<file path="config.mk">
export PLATFORM = sky130hd
export DESIGN_NAME = axi4s_video_frame_gate
export DESIGN_NICKNAME = d
export VERILOG_FILES = /design/src/rtl/axi4s_video_frame_gate.sv
export SDC_FILE = /design/constraint.sdc
export NUM_CORES = 1
export LEC_CHECK = 0
export ABC_AREA = 1
export BUFFER_PORTS_ARGS = -buffer_cell sky130_fd_sc_hd__buf_2
export CORE_MARGIN = 2
export CORE_UTILIZATION = 30
export CTS_CLUSTER_DIAMETER = 60
export DETAILED_ROUTE_END_ITERATION = 10
export PLACE_DENSITY = 0.52
export SLEW_MARGIN = 20
export SYNTH_ARGS = -nofsm -noshare
export SYNTH_HDL_FRONTEND = slang
export SYNTH_SLANG_ARGS = --single-unit
export TNS_END_PERCENT = 1
</file>
<file path="constraint.sdc">
create_clock -name aclk -period 2.6 [get_ports aclk]
set_input_delay 0.13 -clock aclk [delete_from_list [all_inputs] [get_ports aclk]]
set_output_delay 0.13 -clock aclk [all_outputs]
set_load 0.02 [all_outputs]
</file>
<file path="src/rtl/axi4s_video_frame_gate.sv">
// ============================================================================
// Module   : axi4s_video_frame_gate
// Summary  : Whole-frame start/stop gate for an AXI4-Stream video link, with
//            optional frame limit and status. Optional line-length checker is
//            enabled by defining AXI4S_VIDEO_FRAME_GATE_LINE_CHECK_EN.
// Revision : 1.0 - initial release
// ============================================================================
`default_nettype none

module axi4s_video_frame_gate #(
    parameter int TUSER_WIDTH     = 1,
    parameter int TDATA_WIDTH     = 32,
    parameter int FRAME_NUM_WIDTH = 16,
    parameter int X_NUM           = 640
) (
    input  logic                       aresetn,
    input  logic                       aclk,

    input  logic                       ctl_enable,
    input  logic [FRAME_NUM_WIDTH-1:0] ctl_frame_num,

    output logic                       status_busy,
    output logic [FRAME_NUM_WIDTH-1:0] status_frame_count,
    output logic                       status_done,
    output logic                       status_line_error,

    input  logic [TUSER_WIDTH-1:0]     s_axi4s_tuser,
    input  logic                       s_axi4s_tlast,
    input  logic [TDATA_WIDTH-1:0]     s_axi4s_tdata,
    input  logic                       s_axi4s_tvalid,
    output logic                       s_axi4s_tready,

    output logic [TUSER_WIDTH-1:0]     m_axi4s_tuser,
    output logic                       m_axi4s_tlast,
    output logic [TDATA_WIDTH-1:0]     m_axi4s_tdata,
    output logic                       m_axi4s_tvalid,
    input  logic                       m_axi4s_tready
);

    localparam logic [1:0] c_idle     = 2'd0;
    localparam logic [1:0] c_wait_sof = 2'd1;
    localparam logic [1:0] c_run      = 2'd2;

    localparam logic [FRAME_NUM_WIDTH-1:0] c_count_max = '1;
    localparam logic [FRAME_NUM_WIDTH-1:0] c_count_one = FRAME_NUM_WIDTH'(1);

    logic [1:0]                 r_state;
    logic [1:0]                 w_state_nxt;
    logic                       r_enable_d;
    logic                       w_enable_rise;
    logic [FRAME_NUM_WIDTH-1:0] r_frame_limit;
    logic [FRAME_NUM_WIDTH-1:0] r_frame_count;
    logic [FRAME_NUM_WIDTH-1:0] w_count_base;
    logic [FRAME_NUM_WIDTH-1:0] w_count_nxt;
    logic                       r_done;
    logic                       w_cke;
    logic                       w_sof;
    logic                       w_limit_hit;
    logic                       w_tready;
    logic                       w_fwd;
    logic                       w_count_inc;
    logic                       w_set_done;

    logic [TUSER_WIDTH-1:0]     r_m_tuser;
    logic                       r_m_tlast;
    logic [TDATA_WIDTH-1:0]     r_m_tdata;
    logic                       r_m_tvalid;

    assign w_cke         = !r_m_tvalid || m_axi4s_tready;
    assign w_sof         = s_axi4s_tuser[0];
    assign w_enable_rise = ctl_enable && !r_enable_d;
    assign w_limit_hit   = (r_frame_limit != '0) && (r_frame_count == r_frame_limit);

    // ------------------------------------------------------------------------
    // Frame gate FSM: next state and per-beat pass/drop decision
    // ------------------------------------------------------------------------
    always_comb begin
        w_state_nxt = r_state;
        w_tready    = 1'b1;
        w_fwd       = 1'b0;
        w_count_inc = 1'b0;
        w_set_done  = 1'b0;
        case (r_state)
            c_idle: begin
                if (w_enable_rise) begin
                    w_state_nxt = c_wait_sof;
                end
            end
            c_wait_sof: begin
                // An SOF is held off only if the slice still owns a stalled beat
                w_tready = w_cke || !w_sof;
                if (!ctl_enable) begin
                    w_state_nxt = c_idle;
                end else if (s_axi4s_tvalid && w_tready && w_sof) begin
                    w_fwd       = 1'b1;
                    w_count_inc = 1'b1;
                    w_state_nxt = c_run;
                end
            end
            c_run: begin
                w_tready = w_cke;
                if (s_axi4s_tvalid && w_cke) begin
                    if (!w_sof) begin
                        w_fwd = 1'b1;
                    end else if (!ctl_enable || w_limit_hit) begin
                        w_state_nxt = c_idle;
                        w_set_done  = w_limit_hit;
                    end else begin
                        w_fwd       = 1'b1;
                        w_count_inc = 1'b1;
                    end
                end
            end
            default: begin
                w_state_nxt = c_idle;
            end
        endcase
    end

    assign w_count_base = w_enable_rise ? '0 : r_frame_count;
    assign w_count_nxt  = (w_count_inc && (w_count_base != c_count_max))
                        ? w_count_base + c_count_one : w_count_base;

    always_ff @(posedge aclk or negedge aresetn) begin
        if (!aresetn) begin
            r_state       <= c_idle;
            r_enable_d    <= 1'b0;
            r_frame_limit <= '0;
            r_frame_count <= '0;
            r_done        <= 1'b0;
        end else begin
            r_state       <= w_state_nxt;
            r_enable_d    <= ctl_enable;
            if (w_enable_rise) begin
                r_frame_limit <= ctl_frame_num;
            end
            r_frame_count <= w_count_nxt;
            r_done        <= (r_done && !w_enable_rise) || w_set_done;
        end
    end

    // ------------------------------------------------------------------------
    // Output register slice
    // ------------------------------------------------------------------------
    always_ff @(posedge aclk or negedge aresetn) begin
        if (!aresetn) begin
            r_m_tvalid <= 1'b0;
            r_m_tuser  <= '0;
            r_m_tlast  <= 1'b0;
            r_m_tdata  <= '0;
        end else if (w_cke) begin
            r_m_tvalid <= w_fwd;
            if (w_fwd) begin
                r_m_tuser <= s_axi4s_tuser;
                r_m_tlast <= s_axi4s_tlast;
                r_m_tdata <= s_axi4s_tdata;
            end
        end
    end

`ifdef AXI4S_VIDEO_FRAME_GATE_LINE_CHECK_EN
    localparam int c_cnt_w = $clog2(X_NUM) + 1;
    localparam logic [c_cnt_w-1:0] c_last_idx = c_cnt_w'(X_NUM - 1);
    localparam logic [c_cnt_w-1:0] c_cnt_one  = c_cnt_w'(1);

    logic [c_cnt_w-1:0] r_beat_cnt;
    logic [c_cnt_w-1:0] w_beat_idx;
    logic               w_line_bad;
    logic               r_line_error;

    assign w_beat_idx = w_sof ? '0 : r_beat_cnt;
    assign w_line_bad = w_fwd && (s_axi4s_tlast ? (w_beat_idx != c_last_idx)
                                                : (w_beat_idx == c_last_idx));

    always_ff @(posedge aclk or negedge aresetn) begin
        if (!aresetn) begin
            r_beat_cnt   <= '0;
            r_line_error <= 1'b0;
        end else begin
            if (w_fwd) begin
                r_beat_cnt <= s_axi4s_tlast ? '0 : w_beat_idx + c_cnt_one;
            end
            r_line_error <= (r_line_error && !w_enable_rise) || w_line_bad;
        end
    end

    assign status_line_error = r_line_error;
`else
    // X_NUM only sizes the line checker; a degenerate value is the sole way to raise this
    assign status_line_error = (X_NUM < 1);
`endif

    assign status_busy        = (r_state == c_wait_sof) || (r_state == c_run);
    assign status_frame_count = r_frame_count;
    assign status_done        = r_done;
    assign s_axi4s_tready     = w_tready;
    assign m_axi4s_tvalid     = r_m_tvalid;
    assign m_axi4s_tuser      = r_m_tuser;
    assign m_axi4s_tlast      = r_m_tlast;
    assign m_axi4s_tdata      = r_m_tdata;

endmodule

`default_nettype wire

</file>
**Yosys cells after proc, flatten, opt, wreduce, memory -nomap -nowiden**

Index checks and enable logic that the tools add are counted.
W data, S select, Z words.

- Flip-flop bits (word level): 71
- Input bits: 55
- Output and inout bits: 55
- Word-level logic and storage cells: 63

- Add/subtract/negate cells: 1
- Equality and inequality tests: 9
- Mux-type cells: 23
- Reduce and logical (&&, ||, !) cells: 21

Operator list:

| operator | count |
|---|---|
| $mux W16 | 2 |
| $add A16 B1 Y16 const B | 1 |
| $eq A16 B16 Y1 | 1 |
| $ne A16 B16 Y1 const B | 1 |
| $reduce_bool A16 Y1 | 1 |
| $mux W2 | 6 |
| $mux W1 | 11 |
| $ne A2 B2 Y1 const B | 4 |
| $logic_and A1 B1 Y1 | 7 |
| $pmux W1 S2 | 3 |
| $pmux W2 S3 | 1 |
| $logic_not A1 Y1 | 5 |
| $logic_or A1 B1 Y1 | 5 |
| $reduce_and A5 Y1 | 1 |
| $ne A3 B3 Y1 const B | 1 |
| $eq A2 B1 Y1 const B | 1 |
| $eq A2 B2 Y1 const B | 1 |
| $logic_not A2 Y1 | 1 |
| $reduce_and A2 Y1 | 1 |

**Logic depth before layout (Yosys ltp)**

Gate-level depths: netlist of run 1.

- Depth after elaboration: 10
- Depth in mapped cells: 16
- Gate-level depth less buffers: 14

**Least setup slack after synthesis of run 1**

OpenSTA, ideal clock, no wires.

- Path kind: register to register
- From: register r_enable_d
- To: register r_frame_count[14] (netlist: status_frame_count[14])
- Library setup time: 0.117 ns
- Data arrival time: 2.117 ns
- Required time: 2.483 ns
- Path slack: 0.366 ns
- Stages on the path, launching flop included: 15
- Buffers on the path: 3
- Period minus slack after synthesis: 2.234 ns
- Path through: dfrtp_1 nor2_4 buf_2 nor2_1 ha_1 inv_1 nor3_4 nand2_2 nor2_4 nand3_1 o21a_1 buf_6 buf_2 nand3_1 nand2_1

- Longest elaborated chain between the ends: 6
- Elaborated cells between the ends (all ways): 7
- Classes of those cells: add/sub: 1; eq/ne: 1; mux: 2; reduce/logical: 3

RTL lines:

| what | RTL line | text |
|---|---|---|
| start, declared | 49 | `logic r_enable_d;` |
| start signal, assigned | 133 | `r_enable_d <= ctl_enable;` |
| $logic_not A1 Y1 * | 71 | `assign w_enable_rise = ctl_enable && !r_enable_d;` |
| $logic_and A1 B1 Y1 * | 71 |  |
| $mux W16 * | 120 | `assign w_count_base = w_enable_rise ? '0 : r_frame_count;` |
| parallel branches: the longest is 2 deep, another holds $add A16 B1 Y16 | - |  |
| $mux W16 * | 122 | `? w_count_base + c_count_one : w_count_base;` |
| named net w_count_nxt[14] | 54 | `logic [FRAME_NUM_WIDTH-1:0] w_count_nxt;` |
| end signal, assigned | 137 | `r_frame_count <= w_count_nxt;` |
| end, declared | 52 | `logic [FRAME_NUM_WIDTH-1:0] r_frame_count;` |

Mark *: on every way through the listed nets, which the timed path passes.
A chain may end at the register's enable or synchronous reset.

**Worst setup path in the final report of run 1**

- From: input ctl_enable
- To: register r_frame_count[1] (netlist: status_frame_count[1])

- Longest elaborated chain between the ends: 8
- Elaborated cells between the ends (all ways): 13
- Classes of those cells: add/sub: 1; eq/ne: 1; mux: 7; reduce/logical: 4

RTL lines:

| what | RTL line | text |
|---|---|---|
| start, declared | 19 | `input logic ctl_enable,` |
| parallel branches: the longest is 7 deep, another holds $add A16 B1 Y16 | - |  |
| $mux W16 * | 122 |  |
| named net w_count_nxt[1] | 54 |  |

Marked as above.

==> metrics, run 1 <==
I/O Buffers=108; CTS HTree Levels=3; global-route usage over all layers=0.156; post-route ant nets=0; Seq pwr share=0.363; syn nets=~550; period utilization=0.892; Ant. Diodes=0; Area growth syn-to-layout=29.4%; outcome=complete, no violations; Resized cells post-CTS=0; Slew HR=0.469; Seq cells post-synth=71; worst-path fanout max=11; Num CTS Buffers=9; clock skew=5.28 ps; MaxCap Viol Count=0; share of post-route cells with drive strength above 1=0.239; CP Capture Type=flip-flop; utilization after layout=0.399; Rows=40; endpoints failing hold=0; minimum period implied by the final worst setup slack=about 2300 ps; wire length of the first global-routing pass=16,400 um; DP Cell Count=764; Clock transition at path regs=approximately 50 ps; CP max stage delay=between 500 and 600 ps; CTS sink cnt=71; CTS tree=built; Fill cells=roughly 1,300; Initial DRC Count=138; dpl cell area=4470 um^2; Final Cell Area=4810 um^2; Crit Reg-Reg Endpoint=status_frame_count[1]; Residual DRC=0; Layout Nets=672; Cell Chain, Critical Path=dlygate4sd3_1, buf_2, inv_2, nor2_4, nor2_1, ha_1, inv_1, nor3_4, nand2_2, nor2_4, nand3_1, o21a_1, buf_4, nand3_1, nand2_1; number of flops mapped to enable cells by yosys=0; Post-DP HPWL=7280 um; number of unique standard cell types used by synthesis=29; WL final=9870 um; Die Area=13,300 um^2; 1st-pass router iterations=4; synthesized area=3720 um^2; final-report setup violation count=0; P per Cell Area=896 nW/um^2; Max Buffers Root-to-Sink=2; RSZ-0062 raised after global routing=no; die outline width=between 100 and 150 um; slack of the worst reg-to-reg path=420 ps; Pwr Total=4310 uW; Setup TNS=0 ps; clock power share=0.274; switching power=1680 uW; Combinational Power Share=0.363; post-route insts no fill=784; GRT overflow=0; drt wl/cell=12.6 um; Hold WC Path Type=input pin to flip-flop; sw frac=0.389; post-synthesis cell count=495; Setup crit end=status_frame_count[1]; Synth warnings=0; clock latency on the worst-skew pair=330 ps; routability cong.=about 0.84; Crit Reg-Reg Startpoint=status_frame_count[0]; vias=roughly 3,500; num ports=110; initial cell density of the core=0.309; Critical Path RT=2820 ps; worst endpoint data arrival time=2540 ps; Internal=2630 uW; Post-synth top flop=dfrtp_1; crit path launch=ctl_enable; initial antenna violation count=0; Via density=around 4.4; chip height=115 um; vias in the first global route=around 3,400; length in cells of the worst reg-to-reg path=12; Synth async-reset ratio=1.00; max-slew violations=0; Worst setup SP type=input pin; leakage power=roughly 0.0027 uW; CP max-delay cell=dlygate4sd3_1; core area=12,100 um^2; worst slew pin tran=797 ps; Root Driver=clkbuf_16; largest net degree at the start of global routing=40; register area share after synthesis=0.477; Max VDD drop=between 0.0005 and 0.0006 V; Avg Inst Size Synth=7.52 um^2; Crit Path Class=input pin to flip-flop; Achievable Freq=0.431 GHz
[logic make-up (layout without fill, tap and decap cells)]
logic type | count (synthesis) | in the layout | synth area share
adder cells (fa/ha/maj) | 4 | 4 | 0.0135
buffers and inverters | 70 | 191 | 0.0797
other | 1 | 1 | 0.00101
flip-flops | 71 | 71 | 0.477
AO/OA/AOI/OAI | 21 | 21 | 0.0323
XOR/XNOR | 13 | 13 | 0.0306
AND/OR/NAND/NOR | 315 | 315 | 0.365
[Yosys cell counts, types with 3 or more instances]
cell	number	area, um^2
nand3_1	55	275
inv_1	49	184
nand4_1	7	43.8
buf_1	3	11.3
o21ai_0	16	80.1
buf_4	4	30.0
nand2_1	202	758
nor3_1	5	25.0
clkbuf_1	7	26.3
nand2_2	3	18.8
nor2_4	4	45.0
nor2_1	31	116
ha_1	4	50.1
nand2_4	3	33.8
dfrtp_1	71	1780
xor2_1	11	96.3
buf_2	3	15.0
[worst max-delay path, delay by kind of cell]
family / cells / cell delay (ps)
adders and majority gates: 1 / 160
AOI/OAI and AO/OA: 1 / 280
and+or+nand+nor: 8 / 900
buffers and inverters: 5 / 1060
[layout make-up]
class | count | area [um^2] | area share
clock buffers | 14 | 284 | 0.0590
inverters | 51 | 191 | 0.0398
multi-input cells | 354 | 1650 | 0.342
flip-flops and latches | 71 | 1780 | 0.369
well taps | 168 | 210 | 0.0437
repair buffers | 126 | 703 | 0.146
[timing repair]
item                                   4_1_cts  5_1_grt
setup buffers                                0        0
endpoints found under the hold margin       37        0
hold buffers                                 6        0
[sequential cells by signal (all words and copies together), names as in the netlist]
register            cells
status_done             1
r_enable_d              1
r_frame_limit          16
status_frame_count     16
m_axi4s_tdata          32
m_axi4s_tlast           1
r_state                 2
m_axi4s_tvalid          1
m_axi4s_tuser           1
[cell usage in the layout, fill, tap and decap left out, drive strengths merged, types with 7 or more instances in the layout]
master    n
buf     120
nor2     35
xor2     11
clkbuf   14
nand4     7
nand3    55
o21ai    17
nand2   208
dfrtp    71
inv      51
[power by group through the flow]
stage | Sequential (uW) | Clock (uW) | Combinational [uW]
after CTS | 1570 | 1210 | 1590
after global placement | 1570 | 0 | 1570
final | 1570 | 1180 | 1570
after global routing | 1610 | 1250 | 1760
after detailed placement | 1580 | 0 | 1590
after floorplan | 1870 | 0 | 742
[routing by layer]
| layer | wire, um | vias to the layer above | track usage |
|---|---|---|---|
| li1 | - | 1770 | - |
| met1 | 4520 | 1587 | 0.198 |
| met2 | 4470 | 112 | 0.253 |
| met3 | 773 | 9 | 0.0575 |
| met4 | 97 | 0 | 0.0394 |
| met5 | 0 | - | 0 |
[worst min path at each step]
stage | startpoint | end | slack, ps | depth (start not counted)
CTS | ctl_frame_num[6] | r_frame_limit[6] | 0.4 | 3
finish | ctl_frame_num[6] | r_frame_limit[6] | 7 | 3
global placement | aresetn | r_frame_limit[3] | 280 | 1
floorplan | aresetn | m_axi4s_tdata[0] | -170 | 0
global route | ctl_frame_num[12] | r_frame_limit[12] | 20 | 3
detailed placement | aresetn | r_frame_limit[3] | 260 | 1
[metrics by stage]
stage                     hold slack [ps]  worst slack (ps)
after floorplan                      -166               366
after global placement                276               478
after detailed placement              258               438
after CTS                           0.432               305
after global routing                 16.5               100
final                                6.61               281
No activity file was read; power rests on OpenSTA's default activity.
==> run 2: changes to the inputs <==
--- a/config.mk
+++ b/config.mk
@@ -7,7 +7,7 @@
 export LEC_CHECK = 0
 export ABC_AREA = 1
 export BUFFER_PORTS_ARGS = -buffer_cell sky130_fd_sc_hd__buf_2
-export CORE_MARGIN = 2
+export CORE_MARGIN = 4
 export CORE_UTILIZATION = 30
 export CTS_CLUSTER_DIAMETER = 60
 export DETAILED_ROUTE_END_ITERATION = 10
==> constraint.sdc (replaced) <==
create_clock -name aclk -period 2.55 [get_ports aclk]
set_input_delay 0.1275 -clock aclk [delete_from_list [all_inputs] [get_ports aclk]]
set_output_delay 0.1275 -clock aclk [all_outputs]
set_load 0.02 [all_outputs]
==> metrics, run 2 (synthesis results as in run 1) <==
Clock transition at path regs=50 ps; Area growth syn-to-layout=32.0%; die outline width=approximately 120 um; CP bufs+invs=4; CP max stage delay=530 ps; Setup TNS=0 ps; global-route usage over all layers=0.150; RSZ-0062 raised after global routing=no; wire length of the first global-routing pass=17,200 um; Max VDD drop=0.000645 V; commonest non-fill, non-tap cells in the layout=nand2_1 (202), buf_2 (108), dfrtp_1 (71); Crit Path Class=input pin to flip-flop; post-route ant nets=0; Initial DRC Count=approximately 190; initial antenna violation count=0; worst slew pin tran=833 ps; Hold WC Path Type=input pin to flip-flop; vias=3,507; num ports=110; 1st-pass router iterations=4; GRT overflow=0; Slew HR=0.445; worst-path fanout max=17; CP max-delay cell=dlygate4sd3_1; max reg flops=32; CTS HTree Levels=3; final-report setup violation count=0; Via density=~4.4; postcts setup bufs=0; Residual DRC=0; clock skew=6.96 ps; Cell Chain, Critical Path=dlygate4sd3_1, buf_2, inv_2, nor2_4, nor2_1, ha_1, inv_1, nor3_4, nand2_2, nor2_4, nand3_1, o21a_2, nand2_4, nand2_1, nand2_1; outcome=complete, no violations; initial cell density of the core=0.309; CP Capture Type=flip-flop; core area=approximately 12,000 um^2; minimum period implied by the final worst setup slack=2240 ps; routability cong.=0.883; max-slew violations=0; Critical Path RT=around 2800 ps; Worst setup SP type=input pin; worst endpoint data arrival time=2510 ps; Largest delay share family, worst path=simple AND/OR/NAND/NOR gates; period utilization=0.877; leakage power=0.00273 uW; Die Area=14,200 um^2; clock latency on the worst-skew pair=340 ps; largest net degree at the start of global routing=39; Num CTS Buffers=9; P per Cell Area=929 nW/um^2; endpoints failing hold=0; I/O Buffers=108; MaxCap Viol Count=0; drt wl/cell=12.9 um; CTS tree=built; Post-DP HPWL=about 7400 um; WL final=around 10,000 um; Rows=40; Layout Nets=between 600 and 700; chip height=~120 um; Root Driver=clkbuf_16; Ant. Diodes=0; most common cell after layout, fill and taps aside=nand2_1; share of post-route cells with drive strength above 1=0.236; Max Buffers Root-to-Sink=2; vias in the first global route=roughly 3,500; Hold Worst Slack=10.8 ps; CTS sink cnt=71; Achievable Freq=0.447 GHz
-- run 2: cell types whose count changed in the layout (fill, tap and decap cells not counted), sizes merged --
cell         previous run  this run
dlygate4sd3             6        12
buf                   120       118
bufinv                  0         2
clkbuf                 14        13
clkinv                  0         1
-- run 2: path summary, 6_finish.rpt --
kind / cells after the start / slack [ps] / from / endpoint
setup / recovery: 15 / 310 / ctl_enable / status_frame_count[1]
hold / removal: 3 / 10 / ctl_frame_num[12] / r_frame_limit[12]
max in group asynchronous: 3 / 1420 / aresetn / m_axi4s_tdata[18]
setup reg to reg: 12 / 450 / r_enable_d / status_frame_count[1]
hold reg to reg: 2 / 470 / m_axi4s_tuser / m_axi4s_tuser
min in group asynchronous: 2 / 430 / aresetn / r_frame_limit[4]
-- run 2: per-layer routing --
| layer | GRT usage | vias to the layer above | share of wire | wire, um |
|---|---|---|---|---|
| met5 | 0 | - | 0 | 0 |
| met4 | 0.0408 | 0 | 0.0084 | 85 |
| met3 | 0.0655 | 8 | 0.079 | 798 |
| met2 | 0.225 | 112 | 0.46 | 4630 |
| met1 | 0.196 | 1606 | 0.46 | 4650 |
| li1 | - | 1781 | - | - |
-- run 2: worst register-to-register path, stage by stage, from the launching register on --
cell and delay, ps:
dfrtp_1 400, nor2_4 70, nor2_1 130, ha_1 160, inv_1 70, nor3_4 220
nand2_2 110, nor2_4 120, nand3_1 80, o21a_2 320, nand2_4 210, nand2_1 80
nand2_1 70
-- run 2: metrics by stage --
step / instance area (um^2) / util / power (uW) / setup slack, ps / std cells
after global placement: 4470 / 0.370 / 3200 / 269 / 762
after global routing: 4910 / 0.407 / 4900 / 67.2 / 790
after CTS: 4910 / 0.407 / 4660 / 125 / 790
after detailed placement: 4470 / 0.370 / 3220 / 229 / 762
after floorplan: 3720 / - / 2660 / 316 / 495
final: 4910 / 0.407 / 4570 / 314 / 790
-- run 2: layout make-up --
class                           count  area [um^2]
Timing Repair Buffer              130          761
Tap cell                          168          210
Fill cell                        1249         7150
Clock inverter                      3         65.1
Clock buffer                       13          260
Sequential cell                    71         1780
Inverter                           51          191
Multi-Input combinational cell    354         1650
-- run 2: timing repair --
action	in CTS	in global routing
hold buffers	12	0
gates resized for setup	0	1
hold endpoints to repair	44	0
setup endpoints to repair	0	16
-- run 2: power by group --
group	total, uW	switching, uW	internal, uW
logic	1590	1090	505
registers	1600	169	1430
clock network	1380	471	909
==> run 3: changes to the inputs <==
--- a/config.mk
+++ b/config.mk
@@ -11,7 +11,6 @@
 export CORE_UTILIZATION = 30
 export CTS_CLUSTER_DIAMETER = 60
 export DETAILED_ROUTE_END_ITERATION = 10
-export PLACE_DENSITY = 0.52
 export SLEW_MARGIN = 20
 export SYNTH_ARGS = -nofsm -noshare
 export SYNTH_HDL_FRONTEND = slang
==> metrics, run 3 (synthesis results as in run 1) <==
outcome=complete, no violations; RSZ-0062 raised after global routing=no; clock power share=0.289; postcts setup bufs=0; Worst setup SP type=input pin; Area growth syn-to-layout=32.3%; Die Area=14,200 um^2; leakage power=0.00274 uW; Clock transition at path regs=60 ps; routability cong.=0.934; Hold WC Path Type=input pin to flip-flop; Seq pwr share=0.352; initial cell density of the core=0.309; CTS sink cnt=71; CTS tree=built; Cell Chain, Critical Path=dlygate4sd3_1, buf_2, inv_2, nor2_4, nor2_1, ha_1, inv_1, nor3_4, nand2_2, nor2_4, nand3_1, o21a_1, buf_4, nand3b_1, nand2_1; global-route usage over all layers=0.153; Layout Nets=a little under 700; commonest non-fill, non-tap cells in the layout=nand2_1 (202), buf_2 (108), dfrtp_1 (71); Resized cells post-CTS=0; Max Buffers Root-to-Sink=2; Hold Buf Count CTS=15; CP Capture Type=flip-flop; Internal=2790 uW; worst-path fanout max=8; Achievable Freq=0.423 GHz; period utilization=0.926; max-slew violations=0; clock skew=approximately 6.3 ps; P per Cell Area=about 900 nW/um^2; Setup TNS=0 ps; Final Cell Area=4920 um^2; sw frac=0.386; Num CTS Buffers=9; CP max-delay cell=dlygate4sd3_1; CTS HTree Levels=3; MaxCap Viol Count=0; endpoints failing hold=0; Rows=40; max reg flops=32; minimum period implied by the final worst setup slack=between 2000 and 2500 ps; wire length of the first global-routing pass=~17,000 um; Crit Path Class=input pin to flip-flop; CP max stage delay=530 ps; vias=3,567; Max VDD drop=0.000473 V; vias in the first global route=3,602; Critical Path RT=approximately 2800 ps; Post-DP HPWL=about 7600 um; Hold Worst Slack=16.4 ps; largest net degree at the start of global routing=39; worst endpoint data arrival time=2590 ps; Combinational Power Share=0.359; 1st-pass router iterations=4; GRT overflow=0; Ant. Diodes=0; drt wl/cell=13.0 um; Initial DRC Count=199; post-route ant nets=0; core area=12,100 um^2; WL final=10,300 um; utilization after layout=0.408; final-report setup violation count=0; num ports=110; I/O Buffers=108; most frequent cell on the critical path=nor2_4; Via density=4.49; clock latency on the worst-skew pair=340 ps; switching power=about 1800 uW; dpl cell area=4460 um^2; initial antenna violation count=0; Residual DRC=0; most common cell after layout, fill and taps aside=nand2_1; Root Driver=clkbuf_16; die outline width=119 um; chip height=about 120 um; share of post-route cells with drive strength above 1=0.236
run 3: path summary, 6_finish.rpt:
| kind | start | end | slack [ps] | cells past startpoint |
|---|---|---|---|---|
| setup / recovery | ctl_enable | status_frame_count[0] | 190 | 15 |
| hold / removal | s_axi4s_tdata[28] | m_axi4s_tdata[28] | 20 | 3 |
| setup reg to reg | r_enable_d | status_frame_count[0] | 320 | 12 |
| hold reg to reg | m_axi4s_tdata[5] | m_axi4s_tdata[5] | 470 | 2 |
| max in group asynchronous | aresetn | m_axi4s_tdata[18] | 1570 | 3 |
| min in group asynchronous | aresetn | r_frame_limit[1] | 260 | 2 |
run 3: routing by layer:
| layer | track usage | routed length, um | vias up |
|---|---|---|---|
| met5 | 0 | 0 | - |
| met4 | 0.0623 | 192 | 0 |
| met2 | 0.241 | 4780 | 126 |
| met1 | 0.189 | 4520 | 1640 |
| li1 | - | - | 1787 |
| met3 | 0.0551 | 806 | 14 |
run 3: critical path: cells and delay by family:
| family | cells | cell delay (ps) |
|---|---|---|
| buffers and inverters | 5 | 1030 |
| AND/OR/NAND/NOR | 8 | 980 |
| adder cells (fa/ha/maj) | 1 | 220 |
| AO/OA/AOI/OAI | 1 | 220 |
run 3: power by group through the flow:
stage	Sequential [uW]	Clock [uW]	Combinational, uW
2_1_floorplan	1910	0	757
3_3_place_gp	1600	0	1600
3_5_place_dp	1600	0	1650
4_1_cts	1600	1360	1660
5_1_grt	1650	1400	1810
6_report	1600	1310	1630
run 3: layout make-up:
cell class | instances | area (um^2)
clock buffer | 13 | 270
tap | 168 | 210
clock inverter | 3 | 40.0
timing repair buffer | 134 | 786
sequential | 71 | 1780
fill | 1229 | 7140
inverter | 51 | 191
multi-input combinational | 354 | 1650
run 3: stage by stage:
step / total power [uW] / cells / setup WS, ps
floorplan: 2660 / 495 / 316
global placement: 3210 / 763 / 462
detailed placement: 3250 / 763 / 343
CTS: 4610 / 794 / 203
global route: 4860 / 794 / 14.1
finish: 4550 / 794 / 188
